`src/rtl/phase_detector_multi.sv`:
```
// Multi-channel start/stop phase detector.
// A shared reference edge starts one delay counter per measured clock; each
// channel's own rising edge stops its counter and emits a tagged measurement.
// Every channel also reports missed edges and counter overflow.
//
// Per-channel FSM:
//   state   | meaning
//   S_IDLE  | waiting for a reference edge to arm the counter
//   S_COUNT | counting sample cycles since the arming reference edge
module phase_detector_multi #(
    parameter int NUM_CH           = 4,
    parameter int phase_count_size = 12,
    parameter int ref_count_size   = 4
) (
    input  logic                                                 clk_sample,
    input  logic                                                 rst,
    input  logic                                                 clk_in_ref,
    input  logic [NUM_CH-1:0]                                    clk_in,
    input  logic                                                 enable,
    output logic [NUM_CH*(ref_count_size+phase_count_size)-1:0]  phase_tag,
    output logic [NUM_CH-1:0]                                    phase_tag_valid,
    output logic [NUM_CH*2-1:0]                                  phase_err
);

    localparam int TAG_W = ref_count_size + phase_count_size;
    localparam logic [phase_count_size-1:0] COUNT_MAX  = '1;
    localparam logic [phase_count_size-1:0] COUNT_ZERO = '0;
    localparam logic [phase_count_size-1:0] COUNT_ONE  = {{(phase_count_size-1){1'b0}}, 1'b1};
    localparam logic [1:0] ERR_OK       = 2'b00;
    localparam logic [1:0] ERR_MISSED   = 2'b01;
    localparam logic [1:0] ERR_OVERFLOW = 2'b10;

    typedef enum logic {S_IDLE, S_COUNT} state_t;

    logic                      ref_sync1, ref_sync2, ref_dly;
    logic [NUM_CH-1:0]         ch_sync1, ch_sync2, ch_dly;
    logic                      ref_edge;
    logic [NUM_CH-1:0]         ch_edge;
    logic [ref_count_size-1:0] ref_count;

    // Two-flop synchronizers plus one delay flop for rising-edge detection.
    // These keep running while disabled so re-enabling never sees a stale edge.
    always_ff @(posedge clk_sample or posedge rst) begin
        if (rst) begin
            ref_sync1 <= 1'b0;
            ref_sync2 <= 1'b0;
            ref_dly   <= 1'b0;
            ch_sync1  <= '0;
            ch_sync2  <= '0;
            ch_dly    <= '0;
        end else begin
            ref_sync1 <= clk_in_ref;
            ref_sync2 <= ref_sync1;
            ref_dly   <= ref_sync2;
            ch_sync1  <= clk_in;
            ch_sync2  <= ch_sync1;
            ch_dly    <= ch_sync2;
        end
    end

    assign ref_edge = ref_sync2 & ~ref_dly;
    assign ch_edge  = ch_sync2 & ~ch_dly;

    // Reference-edge counter embedded in every tag; frozen while disabled.
    always_ff @(posedge clk_sample or posedge rst) begin
        if (rst) begin
            ref_count <= '0;
        end else if (enable && ref_edge) begin
            ref_count <= ref_count + 1'b1;
        end
    end

    for (genvar i = 0; i < NUM_CH; i++) begin : g_ch
        state_t                    state;
        logic [phase_count_size-1:0] count;
        logic [ref_count_size-1:0] ref_latched;
        logic [TAG_W-1:0]          tag_q;
        logic [1:0]                err_q;
        logic                      valid_q;

        // Channel FSM: arm on reference edge, report on channel edge, missed edge or overflow.
        always_ff @(posedge clk_sample or posedge rst) begin
            if (rst) begin
                state       <= S_IDLE;
                count       <= COUNT_ZERO;
                ref_latched <= '0;
                tag_q       <= '0;
                err_q       <= ERR_OK;
                valid_q     <= 1'b0;
            end else begin
                valid_q <= 1'b0;
                if (!enable) begin
                    state <= S_IDLE;
                    count <= COUNT_ZERO;
                end else begin
                    case (state)
                        S_IDLE: begin
                            if (ref_edge && ch_edge[i]) begin
                                valid_q <= 1'b1;
                                tag_q   <= {ref_count, COUNT_ZERO};
                                err_q   <= ERR_OK;
                            end else if (ref_edge) begin
                                count       <= COUNT_ONE;
                                ref_latched <= ref_count;
                                state       <= S_COUNT;
                            end
                        end
                        S_COUNT: begin
                            if (ch_edge[i]) begin
                                valid_q <= 1'b1;
                                tag_q   <= {ref_latched, count};
                                err_q   <= ERR_OK;
                                if (ref_edge) begin
                                    ref_latched <= ref_count;
                                    count       <= COUNT_ONE;
                                end else begin
                                    count <= COUNT_ZERO;
                                    state <= S_IDLE;
                                end
                            end else if (ref_edge) begin
                                // New reference edge before the channel edge: report and re-arm.
                                valid_q     <= 1'b1;
                                tag_q       <= {ref_latched, count};
                                err_q       <= ERR_MISSED;
                                ref_latched <= ref_count;
                                count       <= COUNT_ONE;
                            end else if (count == COUNT_MAX) begin
                                valid_q <= 1'b1;
                                tag_q   <= {ref_latched, COUNT_MAX};
                                err_q   <= ERR_OVERFLOW;
                                count   <= COUNT_ZERO;
                                state   <= S_IDLE;
                            end else begin
                                count <= count + 1'b1;
                            end
                        end
                        default: state <= S_IDLE;
                    endcase
                end
            end
        end

        assign phase_tag[i*TAG_W +: TAG_W] = tag_q;
        assign phase_err[i*2 +: 2]         = err_q;
        assign phase_tag_valid[i]          = valid_q;
    end

endmodule

```
`config.mk`:
```
export PLATFORM = sky130hd
export DESIGN_NAME = phase_detector_multi
export DESIGN_NICKNAME = d
export VERILOG_FILES = /design/src/rtl/phase_detector_multi.sv
export SDC_FILE = /design/constraint.sdc
export NUM_CORES = 1
export LEC_CHECK = 0
export ABC_AREA = 0
export BUFFER_PORTS_ARGS = -buffer_cell sky130_fd_sc_hd__buf_2
export CAP_MARGIN = 20
export CORE_AREA = 2 2 113 115
export CTS_CLUSTER_DIAMETER = 150
export DETAILED_ROUTE_END_ITERATION = 8
export DIE_AREA = 0 0 115 117
export PLACE_DENSITY = 0.84
export SETUP_SLACK_MARGIN = 0.15
export SYNTH_ARGS = -nofsm -noshare
export SYNTH_HDL_FRONTEND = slang
export SYNTH_SLANG_ARGS = --single-unit
```
`constraint.sdc`:
```
create_clock -name clk_sample -period 8.78 [get_ports clk_sample]
set_input_delay 0.878 -clock clk_sample [delete_from_list [all_inputs] [get_ports clk_sample]]
set_output_delay 0.878 -clock clk_sample [all_outputs]
set_load 0.01 [all_outputs]
```
# After elaboration in Yosys (flattened, before gate mapping)
# Index checks and enable logic that the tools add are counted.
word_totals:
  elab_cells: 212
  out_inout_bits: 76
  regBits: 163
op_classes:
  addsub: 5
  n_reduce_logical: 17
  bitwise: 8
  muxes: 127
  eq_ne: 24
op_table:
  columns: ["op", "count"]
  rows:
  - ["$mux W16", 16]
  - ["$mux W12", 21]
  - ["$pmux W16 S2", 4]
  - ["$pmux W12 S2", 4]
  - ["$add A12 B1 Y12 const B", 4]
  - ["$eq A12 B12 Y1 const B", 4]
  - ["$mux W1", 42]
  - ["$mux W2", 16]
  - ["$mux W4", 8]
  - ["$pmux W4 S2", 4]
  - ["$ne A3 B3 Y1 const B", 8]
  - ["$ne A2 B2 Y1 const B", 8]
  - ["$ne A4 B3 Y1 const B", 4]
  - ["$pmux W1 S2", 8]
  - ["$pmux W2 S2", 4]
  - ["$reduce_and A2 Y1", 8]
  - ["$reduce_and A3 Y1", 4]
  - ["$logic_and A1 B1 Y1", 5]
  - ["$not A1 Y1", 5]
  - ["$add A4 B1 Y4 const B", 1]
  - ["$and A4 B4 Y4", 1]
  - ["$not A4 Y4", 1]
  - ["$and A1 B1 Y1", 1]

# Longest topological paths before layout
# Gate-level depths: netlist of run 1.
logic_depth:
  depth_word: 6
  depth_mapped: 7
  ltp_nobuf: 6

# Least setup slack after synthesis of run 1
# No wires, ideal clock.
synth_timing:
  path_type: "input port to flip-flop"
  start: "input port enable"
  end: "register g_ch[1].ref_latched[0]"
  required_ps: 8655
  setup_slack_ps: 6429
  setup_time_ps: 125
  arrival_ps: 2226
  path_stages: 5
  cell_sequence: "clkbuf_1 clkbuf_1 nand2_1 a21oi_1 mux2_2"
synth_between:
  elab_chain_cells: 1
synth_rtl:
  columns: ["element", "line", "rtl"]
  rows:
  - ["start: declaration", "19", "input logic enable,"]
  - ["$reduce_and A2 Y1 (no line)", null, null]
  - ["end signal: assignment", "104", "ref_latched <= ref_count;"]
  - ["end signal: assignment", "114", "ref_latched <= ref_count;"]
  - ["end signal: assignment", "125", "ref_latched <= ref_count;"]
  - ["end: declaration", "76", "logic [ref_count_size-1:0] ref_latched;"]
# No other way between the ends.
# A chain may end at the register's enable or synchronous reset.

# Worst setup path after layout of run 1
layout_timing:
  start: "register g_ch[1].count[1]"
  end: "register g_ch[1].tag_q[12]"
layout_between:
  elab_chain_cells: 3
layout_rtl:
  columns: ["element", "line", "rtl"]
  rows:
  - ["start: declaration", "75", "logic [phase_count_size-1:0] count;"]
  - ["start signal: assignment", "134", "count <= count + 1'b1;"]
  - ["$eq A12 B12 Y1", "127", "end else if (count == COUNT_MAX) begin"]
  - ["$ne A4 B3 Y1 (no line)", null, null]
  - ["$reduce_and A3 Y1 (no line)", null, null]
  - ["end signal: assignment", "111", "tag_q <= {ref_latched, count};"]
  - ["end signal: assignment", "123", "tag_q <= {ref_latched, count};"]
  - ["end signal: assignment", "129", "tag_q <= {ref_latched, COUNT_MAX};"]
  - ["end: declaration", "77", "logic [TAG_W-1:0] tag_q;"]
# No other way between the ends.

==> results of run 1 <==
## kinds of logic (layout without fill, tap and decap cells)
logic type | Yosys count | in the layout | share of synthesized area, %
mux | 49 | 49 | 7.280
simple gates | 219 | 219 | 14.97
fa+ha+maj | 6 | 6 | 0.9574
compound gates | 187 | 187 | 18.55
flops | 163 | 163 | 53.81
xor+xnor | 5 | 5 | 0.5779
buf+inv | 68 | 137 | 3.846
## worst max path at each step
stage | to | slack (ps) | depth (start not counted) | startpoint
detailed placement | g_ch[1].count[10] | 5450 | 5 | enable
CTS | g_ch[1].count[3] | 5860 | 5 | enable
global placement | g_ch[1].count[10] | 5630 | 5 | enable
global route | g_ch[1].tag_q[12] | 5760 | 5 | g_ch[1].count[1]
floorplan | ch_dly[0] | 3500 | 1 | rst
finish | g_ch[1].tag_q[12] | 5920 | 5 | g_ch[1].count[1]
## Yosys cell counts (8+ instances only)
master                      count  share of area (%)
sky130_fd_sc_hd__mux2_2        49                7.3
sky130_fd_sc_hd__a21o_1         8               0.79
sky130_fd_sc_hd__nor3_1        14               0.92
sky130_fd_sc_hd__clkbuf_1      35                1.7
sky130_fd_sc_hd__a221oi_1      12                1.4
sky130_fd_sc_hd__nand4_1       14                1.2
sky130_fd_sc_hd__o31ai_1        8               0.79
sky130_fd_sc_hd__nand2_1       78                3.9
sky130_fd_sc_hd__inv_1         17               0.84
sky130_fd_sc_hd__nand3_1       21                1.4
sky130_fd_sc_hd__dfrtp_1      163                 54
sky130_fd_sc_hd__a21oi_1       34                2.2
sky130_fd_sc_hd__o21ai_0       27                1.8
sky130_fd_sc_hd__nor4_1        11               0.91
sky130_fd_sc_hd__a2bb2oi_2      9                1.8
sky130_fd_sc_hd__a2bb2oi_1     27                3.1
sky130_fd_sc_hd__a31oi_1       14                1.2
sky130_fd_sc_hd__nor2_1        24                1.2
sky130_fd_sc_hd__or4_1          9               0.89
sky130_fd_sc_hd__or3_1          8               0.66
## power groups by stage
stage                     registers (mW)  clock network (mW)  logic (mW)
final                               1.04               0.723       0.443
after global routing                1.06               0.760       0.487
after CTS                           1.03               0.725       0.446
after detailed placement            1.05                   0       0.442
after global placement              1.03                   0       0.426
after floorplan                     1.04                   0       0.261
## sequential cells by signal (all words and copies together), names as in the netlist
signal            cells
ch_dly                4
ch_sync1              4
ch_sync2              4
g_ch.count           48
g_ch.err_q            8
g_ch.ref_latched     16
g_ch.state            4
g_ch.tag_q           64
g_ch.valid_q          4
ref_count             4
ref_dly               1
ref_sync1             1
ref_sync2             1
## critical path, cell delays in order (launching register included)
cell and delay [ps]:
sky130_fd_sc_hd__dfrtp_1 420, sky130_fd_sc_hd__ha_1 230, sky130_fd_sc_hd__nand3_1 150, sky130_fd_sc_hd__or4_4 640, sky130_fd_sc_hd__a211oi_4 860, sky130_fd_sc_hd__mux2_2 420
## per-layer routing
| layer | wire length [µm] | part of all wire, % | global-route usage, % |
|---|---|---|---|
| met2 | 8728 | 50 | 44.12 |
| met1 | 7366 | 42 | 37.27 |
| met5 | 0 | 0 | 0 |
| met3 | 1151 | 6.6 | 5.458 |
| met4 | 316 | 1.8 | 9.478 |
## stage by stage
stage | setup WS (ps) | hold slack, ps | util, %
finish | 5919 | 351.0 | 69.73
detailed placement | 5449 | 339.4 | 64.95
CTS | 5861 | 355.8 | 69.55
global placement | 5627 | 339.5 | 64.95
global route | 5762 | 357.1 | 69.73
floorplan | 3497 | 331.2 | -
## final cells by class
| type | count | area [µm²] | area share (%) |
|---|---|---|---|
| Clock buffer | 20 | 456.7 | 5.320 |
| Tap cell | 150 | 187.7 | 2.186 |
| Sequential cell | 163 | 4079 | 47.51 |
| Timing Repair Buffer | 89 | 459.2 | 5.349 |
| Inverter | 18 | 72.57 | 0.8454 |
| Multi-Input combinational cell | 466 | 3219 | 37.50 |
| Clock inverter | 10 | 110.1 | 1.283 |
==> results_dict.tcl, run 1 <==
set metrics [dict create \
    outcome "finished, final reports clean" \
    regToRegEndpoint "g_ch[1].tag_q[12]" \
    timing.critical_path.arrival_ps 3170 \
    reg2reg_from "g_ch[1].count[1]" \
    slew_headroom_pct 26.25 \
    tritoncts "built" \
    std_cell_rows 41 \
    grt_use_total_pct 27.25 \
    place.gp.congestion 0.8665 \
    layout.cells.most_common "sky130_fd_sc_hd__dfrtp_1" \
    timing.final.setup_violations 0 \
    rsz0062_at_grt "no" \
    placeableCoreArea_mm2 0.01231 \
    cts_made_buffers 17 \
    area.growth.synth_to_final_pct 13.26 \
    number_of_flops_mapped_to_enable_cells_by_yosys 0 \
    fin_total_pwr_mw 2.204 \
    worstSetupPathType "reg -> reg" \
    port-buffer-count 83 \
    number_of_cells_on_the_worst_reg_to_reg_path 5 \
    layout.cells.most_common_list "sky130_fd_sc_hd__dfrtp_1, sky130_fd_sc_hd__buf_2, sky130_fd_sc_hd__nand2_1" \
    grt_pass1_wl_um 28830 \
    cts.path.max_buffers 2 \
    intPower_mw 1.572 \
    timing.max_cap.violations 0 \
    report.final.slew_viol_count 0 \
    fin_crit_ps 2861 \
    route.detailed.drc 0 \
    globalRouteOverflowTotal 0 \
    mappedNetlistNets 710 \
    detailedPlacementHpwl_um 10970 \
    cts_setup_buffers 0 \
    power.net_switching_mw 0.6319 \
    timing.hold.worst.class "reg -> reg" \
    cts-htree-levels 4 \
    io_pins 84 \
    synthArstFlopShare_pct 100.0 \
    critical_path_end_type "flip-flop" \
    dr_total_vias 6013 \
    dpl.cell_count 883 \
    cp.required_ps 9090 \
    yosysWarningCount 0 \
    layout-drive-gt1-share_pct 24.28 \
    wl_per_cell_um 19.17 \
    synth_ff_type "sky130_fd_sc_hd__dfrtp_1" \
    detailedRoute.firstPassIterationCount 5 \
    stdcell_count 916 \
    postSynthRegisterBits 163 \
    share_comb_of_total_power_pct 20.1 \
    cts_root_buffer "sky130_fd_sc_hd__clkbuf_16" \
    die_h_um 117 \
    worst_slew_pin_slew_ps 1106 \
    drt.antenna.violating_nets 0 \
    fin_setup_tns_ps 0 \
    wirelength_um 17560 \
    hold_path_startpoint "ch_sync1[1]" \
    dieWidth_um 115 \
    critPathLaunchType "flip-flop" \
    dpl-instance-area_mm2 0.007996 \
    antenna_violations_before_repair 0 \
    power_frac_clock_pct 32.8 \
    rrSetupSlack_ps 5920 \
    hold_end "ch_sync2[1]" \
    critical_path.max_fanout 17 \
    drt_initial_violations 463 \
    timing.clock.skew_ps 7.851 \
    switching_share_pct 28.67 \
    pwr_density_cell_mw_per_mm2 256.7 \
    largest_net_degree_at_the_start_of_global_routing 86 \
    number_of_global_route_vias_before_repair 5737 \
    pwr-share-seq_pct 47.1 \
    p_leak_nw 3.707 \
    hold_depth 0 \
    post_drt_via_cell_ratio 6.564 \
    post-route-cell-area_mm2 0.008584 \
    avgSynthCellArea_um2 10.87 \
    ir_drop_uv 166.4 \
    post_synthesis_cells 697 \
    synth_area_mm2 0.007580 \
    num-nets-final 768 \
    diodes 0 \
    finalCritPeriodShare_pct 32.59 \
    cts.sink_count 163 \
    worst_setup_hold_path_clk_slew_ps 60 \
    initial_utilization_pct 61.57 \
    die_area_mm2 0.01346 \
    synth_cell_type_count 66 \
    seq_area_frac_synth_pct 53.81 \
    num-fill-cells 813 \
    worst_skew_pair.late_latency_ps 430 \
    total_of_hold_buffers_inserted_after_clock_tree_synthesis 0 \
    final_count_of_hold_timing_violations 0 \
    max_freq_ghz 0.3495 \
    postCtsResizedCells 0 \
]
(Power assumes the default switching activity.)
==> run 2, diff against run 1 <==
--- a/config.mk
+++ b/config.mk
@@ -5,14 +5,14 @@
 export SDC_FILE = /design/constraint.sdc
 export NUM_CORES = 1
 export LEC_CHECK = 0
-export ABC_AREA = 0
+export ABC_AREA = 1
 export BUFFER_PORTS_ARGS = -buffer_cell sky130_fd_sc_hd__buf_2
 export CAP_MARGIN = 20
-export CORE_AREA = 2 2 113 115
+export CORE_AREA = 2 2 119 121
 export CTS_CLUSTER_DIAMETER = 150
 export DETAILED_ROUTE_END_ITERATION = 8
-export DIE_AREA = 0 0 115 117
-export PLACE_DENSITY = 0.84
+export DIE_AREA = 0 0 121 123
+export PLACE_DENSITY = 0.79
 export SETUP_SLACK_MARGIN = 0.15
 export SYNTH_ARGS = -nofsm -noshare
 export SYNTH_HDL_FRONTEND = slang
==> constraint.sdc (replaced) <==
create_clock -name clk_sample -period 2.7 [get_ports clk_sample]
set_input_delay 0.27 -clock clk_sample [delete_from_list [all_inputs] [get_ports clk_sample]]
set_output_delay 0.27 -clock clk_sample [all_outputs]
set_load 0.01 [all_outputs]
==> results_dict.tcl, run 2 <==
set metrics [dict create \
    outcome "finished, final reports clean" \
    cpPeakStageDelay_ps 550 \
    timing.clock.skew_ps 5.051 \
    pwr_density_cell_mw_per_mm2 739.2 \
    post-synth-top-area-fraction_pct 52.04 \
    cts-htree-levels 4 \
    number_of_global_route_vias_before_repair 5693 \
    yosys.area.top_type "sky130_fd_sc_hd__dfrtp_1" \
    dpl-instance-area_mm2 0.008277 \
    grt_use_total_pct 22.63 \
    largest_reg_flops 64 \
    critical_path.top_delay_family "simple AND/OR/NAND/NOR gates" \
    worst_slew_pin_slew_ps 488.8 \
    drt.antenna.violating_nets 0 \
    rsz0062_at_grt "no" \
    die_h_um 123 \
    yosysWarningCount 0 \
    synthArstFlopShare_pct 100.0 \
    initial_utilization_pct 57.59 \
    io_pins 84 \
    power_frac_clock_pct 39.8 \
    layout.cells.most_common "sky130_fd_sc_hd__nand2_1" \
    post-route-cell-area_mm2 0.008994 \
    area.growth.synth_to_final_pct 14.73 \
    antenna_violations_before_repair 0 \
    final_count_of_hold_timing_violations 0 \
    synth_ff_type "sky130_fd_sc_hd__dfrtp_1" \
    worst_setup_hold_path_clk_slew_ps 60 \
    synth_most_common_cell "sky130_fd_sc_hd__nand2_1" \
    synth_area_mm2 0.007839 \
    pwr-share-seq_pct 44.5 \
    post_drt_via_cell_ratio 5.160 \
    route.detailed.drc 0 \
    std_cell_rows 43 \
    worst_skew_pair.late_latency_ps 430 \
    dieWidth_um 121 \
    timing.critical_path.arrival_ps 2340 \
    drt_initial_violations 491 \
    timing.critical_path.buf_inv 3 \
    slowest_stage "sky130_fd_sc_hd__dfrtp_1" \
    slew_headroom_pct 67.19 \
    fin_setup_tns_ps 0 \
    place.gp.congestion 0.8801 \
    tritoncts "built" \
    avgSynthCellArea_um2 8.277 \
    postCtsResizedCells 0 \
    detailedPlacementHpwl_um 10900 \
    timing.max_cap.violations 0 \
    post_synthesis_cells 947 \
    num-nets-final 1037 \
    post_synth_main_area_contributors "sky130_fd_sc_hd__dfrtp_1, sky130_fd_sc_hd__nand2_1, sky130_fd_sc_hd__o21ai_0" \
    critical_path.max_fanout 34 \
    fin_crit_ps 2020 \
    intPower_mw 4.835 \
    cts.sink_count 163 \
    report.final.slew_viol_count 0 \
    path_cells "inv_1 > nor2_4 > nand2_4 > inv_2 > nand2_2 > nand2_4 > inv_1 > nand2_1 > nand2_1" \
    switching_share_pct 27.28 \
    p_leak_nw 4.696 \
    biggestRegsByFlops "g_ch.tag_q (64), g_ch.count (48), g_ch.ref_latched (16)" \
    number_of_flops_mapped_to_enable_cells_by_yosys 0 \
    port-buffer-count 83 \
    worstSetupPathType "reg -> reg" \
    dr_total_vias 6280 \
    power.net_switching_mw 1.813 \
    cp.required_ps 3010 \
    timing.hold.worst.class "in -> reg" \
    seq_area_frac_synth_pct 52.04 \
    postSynthRegisterBits 163 \
    die_area_mm2 0.01488 \
    share_comb_of_total_power_pct 15.8 \
    timing.final.setup_violations 0 \
    cts_root_buffer "sky130_fd_sc_hd__clkbuf_16" \
    largest_net_degree_at_the_start_of_global_routing 90 \
    synth.top_cells.by_count "sky130_fd_sc_hd__nand2_1, sky130_fd_sc_hd__dfrtp_1, sky130_fd_sc_hd__o21ai_0" \
    layout-drive-gt1-share_pct 17.74 \
    max_freq_ghz 0.4949 \
    grt_pass1_wl_um 26700 \
    cts_made_buffers 17 \
    wl_per_cell_um 13.35 \
    ir_drop_uv 509.6 \
    critPathLaunchType "flip-flop" \
    placeableCoreArea_mm2 0.01361 \
    synth_cell_type_count 36 \
    critical_path_end_type "flip-flop" \
    hold_slack_ps 201.3 \
    mappedNetlistNets 960 \
    globalRouteOverflowTotal 0 \
    layout.cells.most_common_list "sky130_fd_sc_hd__nand2_1, sky130_fd_sc_hd__dfrtp_1, sky130_fd_sc_hd__o21ai_0" \
    wirelength_um 16250 \
    top_register "g_ch.tag_q" \
    finalCritPeriodShare_pct 74.83 \
    diodes 0 \
    detailedRoute.firstPassIterationCount 5 \
    cts.path.max_buffers 2 \
]
-- run 2: changes by cell type after synthesis, sizes merged, moves of 12 or more --
cell	delta
a21oi	-18
a221oi	-12
a2bb2oi	-36
a31oi	-13
buf	+12
clkbuf	-27
inv	+77
mux2	-49
nand2	+275
nand3	+17
nor2	+43
o21ai	+98
xor2	+14
-- run 2: layer usage --
| metal | share of wire [%] | vias to the layer above | track usage, % |
|---|---|---|---|
| li1 | - | 3143 | - |
| met1 | 47 | 2963 | 30.77 |
| met2 | 47 | 150 | 36.20 |
| met3 | 4.2 | 24 | 4.382 |
| met4 | 1.7 | 0 | 8.721 |
| met5 | 0 | - | 0 |
-- run 2: area by class of cell --
class / instances / area (µm²)
timing repair buffer: 93 / 530.5
clock inverter: 8 / 145.1
clock buffer: 24 / 511.7
fill: 1133 / 4618
sequential: 163 / 4079
tap: 180 / 225.2
inverter: 96 / 369.1
multi-input combinational: 653 / 3133
-- run 2: power groups by stage --
stage	Sequential (mW)	Combinational (mW)	Clock [mW]
finish	2.96	1.05	2.64
global route	2.99	1.19	2.77
CTS	2.96	1.06	2.67
detailed placement	3.00	1.05	0
global placement	2.99	1.02	0
floorplan	3.05	0.636	0
-- run 2: worst paths after layout --
path / startpoint / end / slack [ps] / cells past startpoint
min: enable / g_ch[0].state / 200 / 3
max reg2reg: g_ch[3].state / g_ch[3].tag_q[11] / 680 / 9
max: g_ch[3].state / g_ch[3].tag_q[11] / 680 / 9
min reg2reg: ch_sync1[2] / ch_sync2[2] / 350 / 0
min in group asynchronous: rst / ch_sync1[3] / 330 / 3
max in group asynchronous: rst / g_ch[0].count[6] / 1660 / 4
-- run 2: cell families after synthesis --
| logic type | Yosys count | share of synthesized area, % |
|---|---|---|
| xor gates and xnor gates | 17 | 1.899 |
| DFF | 163 | 52.04 |
| adders and majority gates | 5 | 0.7981 |
| and+or+nand+nor | 478 | 25.84 |
| AOI/OAI and AO/OA | 153 | 11.43 |
| buffers and inverters | 131 | 7.997 |
-- run 2: worst register-to-register path, stage by stage, from the launching register on --
cell,delay (ps)
sky130_fd_sc_hd__dfrtp_1,550
sky130_fd_sc_hd__inv_1,300
sky130_fd_sc_hd__nor2_4,200
sky130_fd_sc_hd__nand2_4,90
sky130_fd_sc_hd__inv_2,80
sky130_fd_sc_hd__nand2_2,60
sky130_fd_sc_hd__nand2_4,330
sky130_fd_sc_hd__inv_1,160
sky130_fd_sc_hd__nand2_1,90
sky130_fd_sc_hd__nand2_1,50
-- run 2: what timing repair did --
action | 4_1_cts | 5_1_grt
buffers inserted | 0 | 0
hold endpoints to repair | 13 | 0
hold buffers | 6 | 0
-- run 2: through the flow --
| stage | setup slack, ps | utilization, % | cells | total power [mW] |
|---|---|---|---|---|
| finish | 679.6 | 66.07 | 1217 | 6.648 |
| global route | 447.4 | 66.07 | 1217 | 6.959 |
| CTS | 686.5 | 66.07 | 1217 | 6.700 |
| detailed placement | 597.0 | 60.81 | 1179 | 4.052 |
| global placement | 559.5 | 60.81 | 1179 | 4.018 |
| floorplan | 359.2 | - | 947 | 3.683 |
==> run 3, diff against run 2 <==
--- a/config.mk
+++ b/config.mk
@@ -8,11 +8,11 @@
 export ABC_AREA = 1
 export BUFFER_PORTS_ARGS = -buffer_cell sky130_fd_sc_hd__buf_2
 export CAP_MARGIN = 20
-export CORE_AREA = 2 2 119 121
+export CORE_AREA = 2 2 125 127
 export CTS_CLUSTER_DIAMETER = 150
 export DETAILED_ROUTE_END_ITERATION = 8
-export DIE_AREA = 0 0 121 123
-export PLACE_DENSITY = 0.79
+export DIE_AREA = 0 0 127 129
+export PLACE_DENSITY = 0.75
 export SETUP_SLACK_MARGIN = 0.15
 export SYNTH_ARGS = -nofsm -noshare
 export SYNTH_HDL_FRONTEND = slang
==> constraint.sdc (replaced) <==
create_clock -name clk_sample -period 1.8 [get_ports clk_sample]
set_input_delay 0.18 -clock clk_sample [delete_from_list [all_inputs] [get_ports clk_sample]]
set_output_delay 0.18 -clock clk_sample [all_outputs]
set_load 0.01 [all_outputs]
==> results_dict.tcl, run 3 (same netlist as run 2, synthesis figures left out) <==
set metrics [dict create \
    outcome "finished, final reports clean" \
    reg2reg_from "g_ch[1].count[1]" \
    stdcell_count 1266 \
    critical_path_end_type "flip-flop" \
    port-buffer-count 83 \
    pwr_density_cell_mw_per_mm2 1037 \
    std_cell_rows 45 \
    cts-htree-levels 4 \
    fin_total_pwr_mw 10.01 \
    dr_total_vias 6536 \
    cp.required_ps 2120 \
    worstSetupStartpoint "g_ch[1].count[1]" \
    report.final.slew_viol_count 0 \
    cts.path.max_buffers 2 \
    slew_headroom_pct 57.81 \
    max_freq_ghz 0.5818 \
    fin_crit_ps 1719 \
    placeableCoreArea_mm2 0.01498 \
    area.growth.synth_to_final_pct 23.08 \
    detailedRoute.firstPassIterationCount 4 \
    finalCritPeriodShare_pct 95.48 \
    largest_net_degree_at_the_start_of_global_routing 45 \
    die_h_um 129 \
    p_leak_nw 4.953 \
    worst_slew_pin_slew_ps 631.4 \
    timing.hold.worst.class "in -> reg" \
    cts.sink_count 163 \
    timing.critical_path.arrival_ps 2040 \
    critical_path.max_fanout 6 \
    grt_use_total_pct 21.33 \
    biggestRegsByFlops "g_ch.tag_q (64), g_ch.count (48), g_ch.ref_latched (16)" \
    worst_setup_hold_path_clk_slew_ps 60 \
    final_count_of_hold_timing_violations 0 \
    largest_reg_flops 64 \
    grt_pass1_wl_um 28150 \
    rsz0062_at_grt "yes" \
    ir_drop_uv 757.9 \
    rrSetupSlack_ps 80 \
    cts_root_buffer "sky130_fd_sc_hd__clkbuf_16" \
    drt.antenna.violating_nets 0 \
    number_of_cells_on_the_worst_reg_to_reg_path 9 \
    diodes 0 \
    critPathLaunchType "flip-flop" \
    timing.clock.skew_ps 5.997 \
    die_area_mm2 0.01638 \
    globalRouteOverflowTotal 0 \
    tritoncts "built" \
    hold_depth 4 \
    regToRegEndpoint "g_ch[1].tag_q[6]" \
    timing.max_cap.violations 0 \
    layout.cells.most_common_list "sky130_fd_sc_hd__nand2_1, sky130_fd_sc_hd__dfrtp_1, sky130_fd_sc_hd__o21ai_0" \
    route.detailed.drc 0 \
    top_register "g_ch.tag_q" \
    antenna_violations_before_repair 0 \
    hold_path_startpoint "enable" \
    num-nets-final 1078 \
    detailedPlacementHpwl_um 11560 \
    initial_utilization_pct 52.34 \
    dieWidth_um 127 \
    io_pins 84 \
    worst_skew_pair.late_latency_ps 430 \
    timing.final.setup_violations 0 \
    wirelength_um 17790 \
    number_of_global_route_vias_before_repair 6117 \
    layout-drive-gt1-share_pct 24.49 \
    cts_made_buffers 17 \
    worstSetupPathType "reg -> reg" \
    hold_slack_ps 221.4 \
    place.gp.congestion 0.9039 \
    dpl.cell_count 1208 \
    crit_path_end "g_ch[1].tag_q[6]" \
    drt_initial_violations 526 \
    layout.cells.most_common "sky130_fd_sc_hd__nand2_1" \
    post_drt_via_cell_ratio 5.163 \
    wl_per_cell_um 14.06 \
]
## run 3: metal layers
| layer | track usage, % | wire length, µm | vias up |
|---|---|---|---|
| li1 | - | - | 3234 |
| met1 | 27.64 | 7573 | 3139 |
| met2 | 36.72 | 9258 | 139 |
| met3 | 3.576 | 711 | 24 |
| met4 | 7.304 | 252 | 0 |
| met5 | 0 | 0 | - |
## run 3: report_power, final
group          leakage, nW  internal (mW)  switching [mW]
clock network        0.300           2.38            1.42
registers             2.16           4.15           0.276
logic                 2.49          0.671            1.10
total                 4.95           7.20            2.80
## run 3: how the worst min path moves through the flow
stage / slack [ps] / endpoint
final: 220 / g_ch[0].state
after global routing: 260 / g_ch[0].count[0]
after CTS: 200 / g_ch[0].state
after detailed placement: 290 / ref_sync1
after global placement: 290 / ref_sync1
after floorplan: 210 / ch_sync1[0]
## run 3: timing repair
item / in CTS / in global routing
hold endpoints to repair: 27 / 0
pin swaps: 1 / 13
gates resized for setup: 8 / 68
hold buffers: 6 / 0
cloned: 0 / 6
buffers inserted: 1 / 13
setup endpoints to repair: 48 / 103
## run 3: final cells by class
type,count,area (µm²)
inverter,96,384.1
sequential,163,4079
multi-input combinational,656,3426
timing repair buffer,131,904.6
fill,1270,5329
clock buffer,22,464.2
tap,188,235.2
clock inverter,10,155.1
## run 3: critical path, stage by stage (launching register included)
cell and delay, ps:
sky130_fd_sc_hd__dfrtp_1 380, sky130_fd_sc_hd__ha_2 230, sky130_fd_sc_hd__nand2_2 90, sky130_fd_sc_hd__nor2_4 130, sky130_fd_sc_hd__nand4_1 220, sky130_fd_sc_hd__nand2_2 140
sky130_fd_sc_hd__nand2_4 110, sky130_fd_sc_hd__clkbuf_16 190, sky130_fd_sc_hd__nand2_1 60, sky130_fd_sc_hd__nand2_1 50
## run 3: metrics by stage
step | setup WS (ps) | TNS, ps | instance area (µm²) | utilization (%)
5_1_grt | -4.491 | -8.885 | 9648 | 64.42
3_3_place_gp | 127.8 | 0 | 8469 | 56.55
2_1_floorplan | -450.8 | -73480 | 7843 | -
3_5_place_dp | 2.662 | 0 | 8469 | 56.55
4_1_cts | 138.9 | 0 | 9218 | 61.55
6_report | 81.30 | 0 | 9648 | 64.42
